<file path="src/rtl/pcpi_pkg.sv">
// PCPI shared types and constants.
// Used by the initiator, its benches and sibling coprocessors.
package pcpi_pkg;

  typedef enum logic [1:0] {
    ST_IDLE,
    ST_ISSUE,
    ST_RESP
  } pcpi_state_e;

  localparam logic [6:0] PCPI_OPCODE_OP     = 7'b0110011;
  localparam logic [6:0] PCPI_FUNCT7_MULDIV = 7'b0000001;
  localparam int         PCPI_LAT_W         = 16;

  typedef struct packed {
    logic                  wr;
    logic [31:0]           rd;
    logic                  illegal;
    logic [PCPI_LAT_W-1:0] latency;
  } pcpi_rsp_t;

endpackage

</file>
<file path="src/rtl/pcpi_initiator_if.sv">
// Core request, PCPI bus and core response bundle.
// The master modport is the initiator side.
interface pcpi_initiator_if #(
  parameter int LAT_W = 16
);

  logic             req_valid;
  logic             req_ready;
  logic [31:0]      req_insn;
  logic [31:0]      req_rs1;
  logic [31:0]      req_rs2;
  logic             flush;

  logic             pcpi_valid;
  logic [31:0]      pcpi_insn;
  logic [31:0]      pcpi_rs1;
  logic [31:0]      pcpi_rs2;
  logic             pcpi_wr;
  logic [31:0]      pcpi_rd;
  logic             pcpi_wait;
  logic             pcpi_ready;

  logic             rsp_valid;
  logic             rsp_ready;
  logic             rsp_wr;
  logic [31:0]      rsp_rd;
  logic             rsp_illegal;
  logic [LAT_W-1:0] rsp_latency;

  modport master (
    input  req_valid, req_insn, req_rs1, req_rs2, flush,
    input  pcpi_wr, pcpi_rd, pcpi_wait, pcpi_ready,
    input  rsp_ready,
    output req_ready,
    output pcpi_valid, pcpi_insn, pcpi_rs1, pcpi_rs2,
    output rsp_valid, rsp_wr, rsp_rd, rsp_illegal, rsp_latency
  );

  modport slave (
    output req_valid, req_insn, req_rs1, req_rs2, flush,
    output pcpi_wr, pcpi_rd, pcpi_wait, pcpi_ready,
    output rsp_ready,
    input  req_ready,
    input  pcpi_valid, pcpi_insn, pcpi_rs1, pcpi_rs2,
    input  rsp_valid, rsp_wr, rsp_rd, rsp_illegal, rsp_latency
  );

endinterface

</file>
<file path="src/rtl/pcpi_timeout_ctr.sv">
// Loadable up/down counter with clear, enable and terminal count.
// tc is all-ones when counting up, zero when counting down.
module pcpi_timeout_ctr #(
  parameter int W = 8
) (
  input  logic         clk,
  input  logic         rst_n,
  input  logic         clr,
  input  logic         load,
  input  logic [W-1:0] load_val,
  input  logic         en,
  input  logic         up,
  output logic         tc
);

  logic [W-1:0] cnt_q;
  logic [W-1:0] cnt_d;

  always_comb begin
    cnt_d = cnt_q;
    if (clr) begin
      cnt_d = '0;
    end else if (load) begin
      cnt_d = load_val;
    end else if (en) begin
      cnt_d = up ? cnt_q + W'(1) : cnt_q - W'(1);
    end
  end

  always_ff @(posedge clk or negedge rst_n) begin
    if (!rst_n) begin
      cnt_q <= '0;
    end else begin
      cnt_q <= cnt_d;
    end
  end

  assign tc = up ? (&cnt_q) : (cnt_q == '0);

endmodule

</file>
<file path="src/rtl/pcpi_initiator.sv">
// PCPI initiator: issues one instruction, waits for a result
// or a timeout, and buffers the response for the core.
module pcpi_initiator
  import pcpi_pkg::*;
#(
  parameter int TIMEOUT = 16,
  parameter int LAT_W   = PCPI_LAT_W
) (
  input logic              clk,
  input logic              resetn,
  pcpi_initiator_if.master bus
);

  pcpi_state_e state_q, state_d;
  logic [31:0] insn_q, insn_d;
  logic [31:0] rs1_q, rs1_d;
  logic [31:0] rs2_q, rs2_d;
  logic        wr_q, wr_d;
  logic [31:0] rd_q, rd_d;
  logic        ill_q, ill_d;
  logic [LAT_W-1:0] lat_q, lat_d;

  logic ctr_clr;
  logic ctr_load;
  logic ctr_en;
  logic ctr_tc;

  // Counts down from TIMEOUT-1; reaching zero in ISSUE fires.
  pcpi_timeout_ctr #(
    .W (8)
  ) u_tmo (
    .clk      (clk),
    .rst_n    (resetn),
    .clr      (ctr_clr),
    .load     (ctr_load),
    .load_val (8'(TIMEOUT - 1)),
    .en       (ctr_en),
    .up       (1'b0),
    .tc       (ctr_tc)
  );

  always_comb begin
    state_d  = state_q;
    insn_d   = insn_q;
    rs1_d    = rs1_q;
    rs2_d    = rs2_q;
    wr_d     = wr_q;
    rd_d     = rd_q;
    ill_d    = ill_q;
    lat_d    = lat_q;
    ctr_clr  = 1'b0;
    ctr_load = 1'b0;
    ctr_en   = 1'b0;
    unique case (state_q)
      ST_IDLE: begin
        if (bus.req_valid) begin
          insn_d   = bus.req_insn;
          rs1_d    = bus.req_rs1;
          rs2_d    = bus.req_rs2;
          lat_d    = '0;
          ctr_load = 1'b1;
          state_d  = ST_ISSUE;
        end
      end
      ST_ISSUE: begin
        if (!(&lat_q)) begin
          lat_d = lat_q + LAT_W'(1);
        end
        if (bus.pcpi_ready) begin
          wr_d    = bus.pcpi_wr;
          rd_d    = bus.pcpi_rd;
          ill_d   = 1'b0;
          state_d = ST_RESP;
        end else if (bus.pcpi_wait) begin
          ctr_load = 1'b1;
        end else if (ctr_tc) begin
          wr_d    = 1'b0;
          rd_d    = '0;
          ill_d   = 1'b1;
          state_d = ST_RESP;
        end else begin
          ctr_en = 1'b1;
        end
      end
      ST_RESP: begin
        if (bus.rsp_ready) begin
          state_d = ST_IDLE;
        end
      end
      default: state_d = ST_IDLE;
    endcase
    // A request offered in IDLE is new work, not in-flight.
    if (bus.flush && state_q != ST_IDLE) begin
      state_d = ST_IDLE;
      ctr_clr = 1'b1;
    end
  end

  always_ff @(posedge clk or negedge resetn) begin
    if (!resetn) begin
      state_q <= ST_IDLE;
      insn_q  <= '0;
      rs1_q   <= '0;
      rs2_q   <= '0;
      wr_q    <= 1'b0;
      rd_q    <= '0;
      ill_q   <= 1'b0;
      lat_q   <= '0;
    end else begin
      state_q <= state_d;
      insn_q  <= insn_d;
      rs1_q   <= rs1_d;
      rs2_q   <= rs2_d;
      wr_q    <= wr_d;
      rd_q    <= rd_d;
      ill_q   <= ill_d;
      lat_q   <= lat_d;
    end
  end

  assign bus.req_ready   = (state_q == ST_IDLE) && resetn;
  assign bus.pcpi_valid  = (state_q == ST_ISSUE);
  assign bus.pcpi_insn   = insn_q;
  assign bus.pcpi_rs1    = rs1_q;
  assign bus.pcpi_rs2    = rs2_q;
  assign bus.rsp_valid   = (state_q == ST_RESP);
  assign bus.rsp_wr      = wr_q;
  assign bus.rsp_rd      = rd_q;
  assign bus.rsp_illegal = ill_q;
  assign bus.rsp_latency = lat_q;

endmodule

</file>
<file path="src/flat_wrapper.sv">
// flat-port wrapper written by rule: the top's interface ports become plain ports
module pcpi_initiator_flat import pcpi_pkg::*;
#(
  parameter int TIMEOUT = 16,
  parameter int LAT_W   = PCPI_LAT_W
)
  (clk, resetn, bus_req_valid, bus_req_insn, bus_req_rs1, bus_req_rs2, bus_flush, bus_pcpi_wr, bus_pcpi_rd, bus_pcpi_wait, bus_pcpi_ready, bus_rsp_ready, bus_req_ready, bus_pcpi_valid, bus_pcpi_insn, bus_pcpi_rs1, bus_pcpi_rs2, bus_rsp_valid, bus_rsp_wr, bus_rsp_rd, bus_rsp_illegal, bus_rsp_latency);
  pcpi_initiator_if #(.LAT_W(LAT_W)) bus_i ();
  input logic clk;
  input logic resetn;
  input wire logic [$bits(bus_i.req_valid)-1:0] bus_req_valid;
  input wire logic [$bits(bus_i.req_insn)-1:0] bus_req_insn;
  input wire logic [$bits(bus_i.req_rs1)-1:0] bus_req_rs1;
  input wire logic [$bits(bus_i.req_rs2)-1:0] bus_req_rs2;
  input wire logic [$bits(bus_i.flush)-1:0] bus_flush;
  input wire logic [$bits(bus_i.pcpi_wr)-1:0] bus_pcpi_wr;
  input wire logic [$bits(bus_i.pcpi_rd)-1:0] bus_pcpi_rd;
  input wire logic [$bits(bus_i.pcpi_wait)-1:0] bus_pcpi_wait;
  input wire logic [$bits(bus_i.pcpi_ready)-1:0] bus_pcpi_ready;
  input wire logic [$bits(bus_i.rsp_ready)-1:0] bus_rsp_ready;
  output wire logic [$bits(bus_i.req_ready)-1:0] bus_req_ready;
  output wire logic [$bits(bus_i.pcpi_valid)-1:0] bus_pcpi_valid;
  output wire logic [$bits(bus_i.pcpi_insn)-1:0] bus_pcpi_insn;
  output wire logic [$bits(bus_i.pcpi_rs1)-1:0] bus_pcpi_rs1;
  output wire logic [$bits(bus_i.pcpi_rs2)-1:0] bus_pcpi_rs2;
  output wire logic [$bits(bus_i.rsp_valid)-1:0] bus_rsp_valid;
  output wire logic [$bits(bus_i.rsp_wr)-1:0] bus_rsp_wr;
  output wire logic [$bits(bus_i.rsp_rd)-1:0] bus_rsp_rd;
  output wire logic [$bits(bus_i.rsp_illegal)-1:0] bus_rsp_illegal;
  output wire logic [$bits(bus_i.rsp_latency)-1:0] bus_rsp_latency;
  assign bus_i.req_valid = bus_req_valid;
  assign bus_i.req_insn = bus_req_insn;
  assign bus_i.req_rs1 = bus_req_rs1;
  assign bus_i.req_rs2 = bus_req_rs2;
  assign bus_i.flush = bus_flush;
  assign bus_i.pcpi_wr = bus_pcpi_wr;
  assign bus_i.pcpi_rd = bus_pcpi_rd;
  assign bus_i.pcpi_wait = bus_pcpi_wait;
  assign bus_i.pcpi_ready = bus_pcpi_ready;
  assign bus_i.rsp_ready = bus_rsp_ready;
  assign bus_req_ready = bus_i.req_ready;
  assign bus_pcpi_valid = bus_i.pcpi_valid;
  assign bus_pcpi_insn = bus_i.pcpi_insn;
  assign bus_pcpi_rs1 = bus_i.pcpi_rs1;
  assign bus_pcpi_rs2 = bus_i.pcpi_rs2;
  assign bus_rsp_valid = bus_i.rsp_valid;
  assign bus_rsp_wr = bus_i.rsp_wr;
  assign bus_rsp_rd = bus_i.rsp_rd;
  assign bus_rsp_illegal = bus_i.rsp_illegal;
  assign bus_rsp_latency = bus_i.rsp_latency;
  pcpi_initiator #(.TIMEOUT(TIMEOUT), .LAT_W(LAT_W)) u_core (.clk(clk), .resetn(resetn), .bus(bus_i));
endmodule
</file>
<file path="config.mk">
export PLATFORM = sky130hd
export DESIGN_NAME = pcpi_initiator_flat
export DESIGN_NICKNAME = d
export VERILOG_FILES = /design/src/rtl/pcpi_pkg.sv /design/src/rtl/pcpi_initiator_if.sv /design/src/rtl/pcpi_timeout_ctr.sv /design/src/rtl/pcpi_initiator.sv /design/src/flat_wrapper.sv
export SDC_FILE = /design/constraint.sdc
export NUM_CORES = 1
export LEC_CHECK = 0
export CELL_PAD_IN_SITES_DETAIL_PLACEMENT = 1
export CELL_PAD_IN_SITES_GLOBAL_PLACEMENT = 2
export CORE_MARGIN = 8
export CORE_UTILIZATION = 24
export CTS_BUF_LIST = sky130_fd_sc_hd__clkbuf_8
export CTS_CLUSTER_SIZE = 20
export DETAILED_ROUTE_END_ITERATION = 16
export GPL_TIMING_DRIVEN = 0
export PLACE_DENSITY_LB_ADDON = 0.1
export SYNTH_ARGS = -nofsm -noshare
export SYNTH_HDL_FRONTEND = slang
export SYNTH_SLANG_ARGS = --single-unit
</file>
<file path="constraint.sdc">
create_clock -name clk -period 2.55 [get_ports clk]
set_input_delay 0.51 -clock clk [delete_from_list [all_inputs] [get_ports clk]]
set_output_delay 0.51 -clock clk [all_outputs]
set_load 0.02 [all_outputs]
</file>
Word-level counts from Yosys, hierarchy flattened

Cells that the tools add are included.

$add $sub $neg: 2
Equal/unequal tests: 9
Muxes and demuxes: 31
Reduce and logical (&&, ||, !) cells: 13

Operator list:

| kind                    | number |
|---|---|
| $mux W32                | 3 |
| $mux W16                | 2 |
| $pmux W16 S2            | 1 |
| $mux W8                 | 3 |
| $add A16 B1 Y16 const B | 1 |
| $reduce_and A16 Y1      | 1 |
| $mux W1                 | 14 |
| $mux W2                 | 6 |
| $logic_not A8 Y1        | 1 |
| $sub A8 B1 Y8 const B   | 1 |
| $ne A3 B2 Y1 const B    | 2 |
| $pmux W2 S3             | 1 |
| $reduce_and A3 Y1       | 2 |
| $reduce_bool A2 Y1      | 3 |
| $ne A2 B2 Y1 const B    | 2 |
| $ne A4 B2 Y1 const B    | 1 |
| $ne A4 B3 Y1 const B    | 1 |
| $reduce_and A4 Y1       | 1 |
| $reduce_bool A3 Y1      | 1 |
| $eq A2 B1 Y1 const B    | 1 |
| $eq A2 B2 Y1 const B    | 1 |
| $logic_and A1 B1 Y1     | 2 |
| $logic_not A2 Y1        | 1 |
| $ne A2 B1 Y1 const B    | 1 |
| 2 further kinds         | 2 |

Bits in registers: 156
Input bits: 136
Output and inout port bits: 149

Longest topological paths before layout

Depth after elaboration: 8
Mapped depth: 8
Depth with buffers taken out: 6

By module

A second synthesis with hierarchy kept.

Cell total of the unflattened synthesis: 771
Area total of the unflattened synthesis: 6814.0 um^2

Modules (own cells, without submodules):

| module           | instances | cells an instance | area each (um^2) | seq. area each (um^2) |
|---|---|---|---|---|
| pcpi_initiator   | 1         | 679               | 6028.3           | 3703.6 |
| pcpi_timeout_ctr | 1         | 92                | 785.8            | 200.2 |

Least setup slack after synthesis

No wires, ideal clock.

Kind: reg2reg
From: register u_core.lat_q[0] (netlist: u_core.bus.rsp_latency[0])
To: register u_core.lat_q[1] (netlist: u_core.bus.rsp_latency[1])
Library setup time: 138 ps
Data arrival time: 1857 ps
Path slack: 556 ps
Stages on the path, launching flop included: 7
Path buffers: 1
Period minus slack after synthesis: 1994 ps
Path through: dfrtp_1 -> ha_1 -> clkbuf_1 -> nand3b_1 -> nor3_1 -> a21boi_0 -> mux2i_1

Word-level cells in the longest chain between the ends: 3
Elaborated cells between the ends (all ways): 6

RTL lines:

| item                                                  | RTL line                                   | text |
|---|---|---|
| start: declaration                                    | pcpi_initiator.sv:21                       | `logic [LAT_W-1:0] lat_q, lat_d;` |
| start signal: assignment                              | pcpi_initiator.sv:117                      | `lat_q <= lat_d;` |
| $add A16 B1 Y16 or $reduce_and A16 Y1 (tied branches) | pcpi_initiator.sv:67, pcpi_initiator.sv:66 |  |
| $mux W16 or $ne A2 B2 Y1 (tied branches)              | --                                         |  |
| $pmux W16 S2 or $reduce_and A3 Y1 (tied branches)     | --                                         |  |

Parallel ways exist; a longest one is shown, timed or not. The select of a mux whose other input is x is not followed.
A chain may end at the register's enable or synchronous reset.

Final worst setup path

From: register u_core.state_q[1]
To: output bus_pcpi_valid

Word-level cells in the longest chain between the ends: 1

RTL lines:

| item                     | RTL line              | text |
|---|---|---|
| start: declaration       | pcpi_initiator.sv:14  | `pcpi_state_e state_q, state_d;` |
| start signal: assignment | pcpi_initiator.sv:110 | `state_q <= state_d;` |
| $eq A2 B1 Y1             | pcpi_initiator.sv:122 | `assign bus.pcpi_valid = (state_q == ST_ISSUE);` |
| end: declaration         | flat_wrapper.sv:22    | `output wire logic [$bits(bus_i.pcpi_valid)-1:0] bus_pcpi_valid;` |

No other way between the ends.

==> impl_results.rst <==
.. list-table::
   :header-rows: 1

   * - Metric
     - Value
   * - Result of the run
     - completed
   * - Largest clock skew in the final design
     - 0.01498 ns
   * - Most used standard cell by instance count after synthesis
     - nand2_1
   * - Worst reg2reg path depth
     - 6
   * - Final worst path period share
     - 0.9341
   * - Setup slack at placement
     - -0.5967 ns
   * - CTS sink cnt
     - 156
   * - Post-CTS setup buffer count
     - 0
   * - Final #Nets
     - 1160
   * - Per-cell via count in the routed design
     - 4.355
   * - Fraction of layout instances using a drive strength above 1
     - 0.05609
   * - Number of H-tree levels
     - 4
   * - Reg clk slew, reported paths
     - 0.10 ns
   * - IR drop worst, VDD
     - 0.3326 mV
   * - Area of the multi-input gates
     - 2310 µm²
   * - Mapped Nets
     - 855
   * - Number of buffers on the longest clock path
     - 2
   * - Post-route setup slack
     - 0.1681 ns
   * - Portion of synthesized cell area occupied by the leading cell type
     - 0.5998
   * - Number of remaining DRC errors
     - 0
   * - Top_reg_cell synth
     - dfrtp_1
   * - Port Buffers
     - 284
   * - Top area cells in the synthesized netlist
     - dfrtp_1 60%, nand2_1 17%, nand3_1 2.8%
   * - Commonest cells post-synth
     - 301 x nand2_1, 156 x dfrtp_1, 42 x inv_1
   * - Hold Vio Cnt, Final
     - 0
   * - Sort of element at the end of the critical path
     - output port
   * - Initial drt markers
     - 304
   * - Worst reg2reg startpoint
     - u_core.bus.rsp_latency[0]
   * - First-pass GRT wire length
     - 39.47 mm
   * - N_diodes
     - 0
   * - Max-cap violations
     - 0
   * - CORE AREA
     - 26800 µm²
   * - Sum Neg Setup Slack
     - 0 ns
   * - HP Class
     - input pin to asynchronous set/reset pin
   * - Total placed cells including tap cells
     - 1342
   * - Overall routing resource usage
     - 0.1525
   * - Average wire length per cell after detail routing
     - 17.92 µm
   * - Final number of max-transition violations
     - 0
   * - Cell area reported after detailed placement
     - 9811 µm²
   * - Fill cell instance count of the final layout
     - 3074
   * - Achievable frequency
     - 0.4198 GHz
   * - Syn Inst Count
     - 716
   * - Post-detail-place hpwl
     - 17.98 mm
   * - Number of distinct library cells after synthesis
     - 52
   * - Kind of launch point of the worst setup path
     - flop
   * - Initial DRT Pass Iterations
     - 4
   * - Warning count from the yosys run
     - 0
   * - Setup repair after global routing missed its margin
     - false
   * - Clock tree from TritonCTS
     - yes
   * - Data required time at the worst endpoint
     - 2.04 ns
   * - Fraction of synthesis flops using an asynchronous set or reset pin
     - 1.000
   * - Type of the worst setup path
     - flop to output port
   * - Count of flip-flops with a built-in enable after synthesis
     - 0
   * - Data arrival at the endpoint of the critical path
     - 1.87 ns
   * - Leakage power total
     - 4.674 nW
   * - Post-synth top area cell
     - dfrtp_1
   * - Overall routed net length
     - 24.64 mm
   * - Mean instance size in the synthesized netlist
     - 9.090 µm²
   * - Fin area
     - 10260 µm²
   * - Vertical die dimension
     - 180.7 µm
   * - Final hold slack
     - 0.03377 ns
   * - RR Endpoint
     - u_core.bus.rsp_latency[4]
   * - Post-synth design cell area
     - 6509 µm²
   * - Die area
     - 32650 µm²
   * - Number of nets with antenna violations after detailed routing
     - 0
   * - CTS Buf Count
     - 17
   * - Layout overhead on the synthesized area
     - 57.69%
   * - Maximum number of pins on one net before global-route repair
     - 64
   * - Pin slew with the least headroom to its limit
     - 0.7255 ns
   * - Starting density of the core
     - 0.2429
   * - Final instance count without filler cells
     - 1375
   * - Vias in the first global route
     - 6500
   * - Antenna violations before repair
     - 0
   * - Largest fanout of any net on the critical path
     - 19
   * - Post-synthesis sequential area ratio
     - 0.5998
   * - Clock latency reported for the late side of the worst-skew pair
     - 0.46 ns
   * - Count of boundary I/O pins
     - 285
   * - Flop-to-flop setup slack
     - 0.28 ns
   * - Root buffer cell
     - clkbuf_8
   * - Final weighted congestion in routability-driven placement
     - 0.7122
   * - Total area of sequential cells
     - 3904 µm²
   * - Chip width
     - 180.7 µm
   * - Row Count
     - 60
   * - Congestion Overflow GR
     - 0
   * - Post-synthesis register bit count
     - 156
   * - PD cells
     - 910.3 nW/µm²
   * - Setup violators final
     - 0
   * - Routed via count
     - 5988
   * - Headroom to the max-slew limit
     - 0.5163
   * - Min Clock Period, post-route
     - 2.382 ns
## routing by layer
layer / routed length [µm] / part of all wire / track usage
met1: 11570 / 0.47 / 0.1987
met2: 11710 / 0.48 / 0.2484
met3: 1226 / 0.050 / 0.04133
met4: 142 / 0.0058 / 0.03472
met5: 0 / 0 / 0
## report_power, final
part / total, mW / internal [mW] / leakage (nW) / switching, mW
Combinational: 3.93 / 1.78 / 2.54 / 2.15
Clock: 1.81 / 0.746 / 0.182 / 1.07
Sequential: 3.60 / 3.18 / 1.95 / 0.419
## logic make-up (layout without fill, tap and decap cells)
group	after synthesis	in the layout	synth area share
AO/OA/AOI/OAI	78	78	0.07862
XOR/XNOR	3	3	0.004038
adder cells (fa/ha/maj)	3	3	0.005768
buffers and inverters	82	400	0.04844
flip-flops	156	156	0.5998
multiplexers	5	5	0.007690
AND/OR/NAND/NOR	389	389	0.2557
## through the flow
stage | total power, mW | utilization
3_5_place_dp | 7.652 | 0.3661
3_3_place_gp | 7.617 | 0.3648
4_1_cts | 9.571 | 0.3826
6_report | 9.343 | 0.3830
5_1_grt | 9.990 | 0.3830
2_1_floorplan | 5.437 | -
## sequential cells by signal (all words and copies together) (netlist names)
signal,flops
u_core.bus.rsp_illegal,1
u_core.bus.pcpi_rs1,32
u_core.bus.rsp_wr,1
u_core.bus.pcpi_insn,32
u_core.bus.rsp_latency,16
u_core.state_q,2
u_core.bus.pcpi_rs2,32
u_core.bus.rsp_rd,32
u_core.u_tmo.cnt_q,8
## cells in the final DEF, fill, tap and decap left out, types with 3 or more instances in the layout
| master | n |
|---|---|
| clkinvlp_4 | 3 |
| nor3_1 | 4 |
| xor2_1 | 3 |
| nor3b_1 | 3 |
| or4_1 | 6 |
| clkbuf_8 | 19 |
| nor2b_1 | 3 |
| nand2_1 | 301 |
| o21ai_0 | 34 |
| inv_6 | 6 |
| mux2i_1 | 5 |
| inv_1 | 43 |
| o21ai_1 | 3 |
| buf_2 | 6 |
| nand3_1 | 37 |
| dfrtp_1 | 156 |
| nand4_1 | 5 |
| buf_1 | 6 |
| clkbuf_1 | 25 |
| a21oi_1 | 9 |
| or3_1 | 3 |
| o31ai_1 | 6 |
| and2_1 | 4 |
| clkdlybuf4s50_1 | 281 |
| nor2_1 | 6 |
| clkinv_4 | 3 |
| ha_1 | 3 |
## cell type report
type,instances,share of cell area
multi-input cells,478,0.2250
flip-flops and latches,156,0.3803
clock buffers,19,0.02548
repair buffers,287,0.2866
well taps,341,0.04157
clock inverters,13,0.01024
plain buffers,38,0.01475
inverters,43,0.01597
## timing repair
item	in CTS	in global routing
endpoints found under the setup margin	66	41
hold buffers	1	0
endpoints found under the hold margin	63	0
cloned	1	0
resized for setup	6	4
## worst max-delay path by stage
| stage | from | endpoint | slack [ns] | depth (start not counted) |
|---|---|---|---|---|
| finish | u_core.state_q[1] | bus_pcpi_valid | 0.17 | 4 |
| global route | u_core.state_q[1] | bus_rsp_valid | 0.008 | 3 |
| CTS | u_core.state_q[1] | bus_req_ready | 0.02 | 4 |
| detailed placement | bus_req_valid | u_core.bus.pcpi_insn[24] | -0.60 | 6 |
| global placement | resetn | u_core.bus.rsp_rd[18] | -6.52 | 1 |
| floorplan | u_core.bus.rsp_latency[0] | u_core.bus.rsp_latency[1] | 0.56 | 6 |
## critical path, stage by stage, from the launching register on
cell and delay, ns:
dfrtp_1 0.37, buf_2 0.19, nand2b_1 0.25, inv_4 0.22, dlygate4sd2_1 0.37
Power figures use the tool's default switching activity.
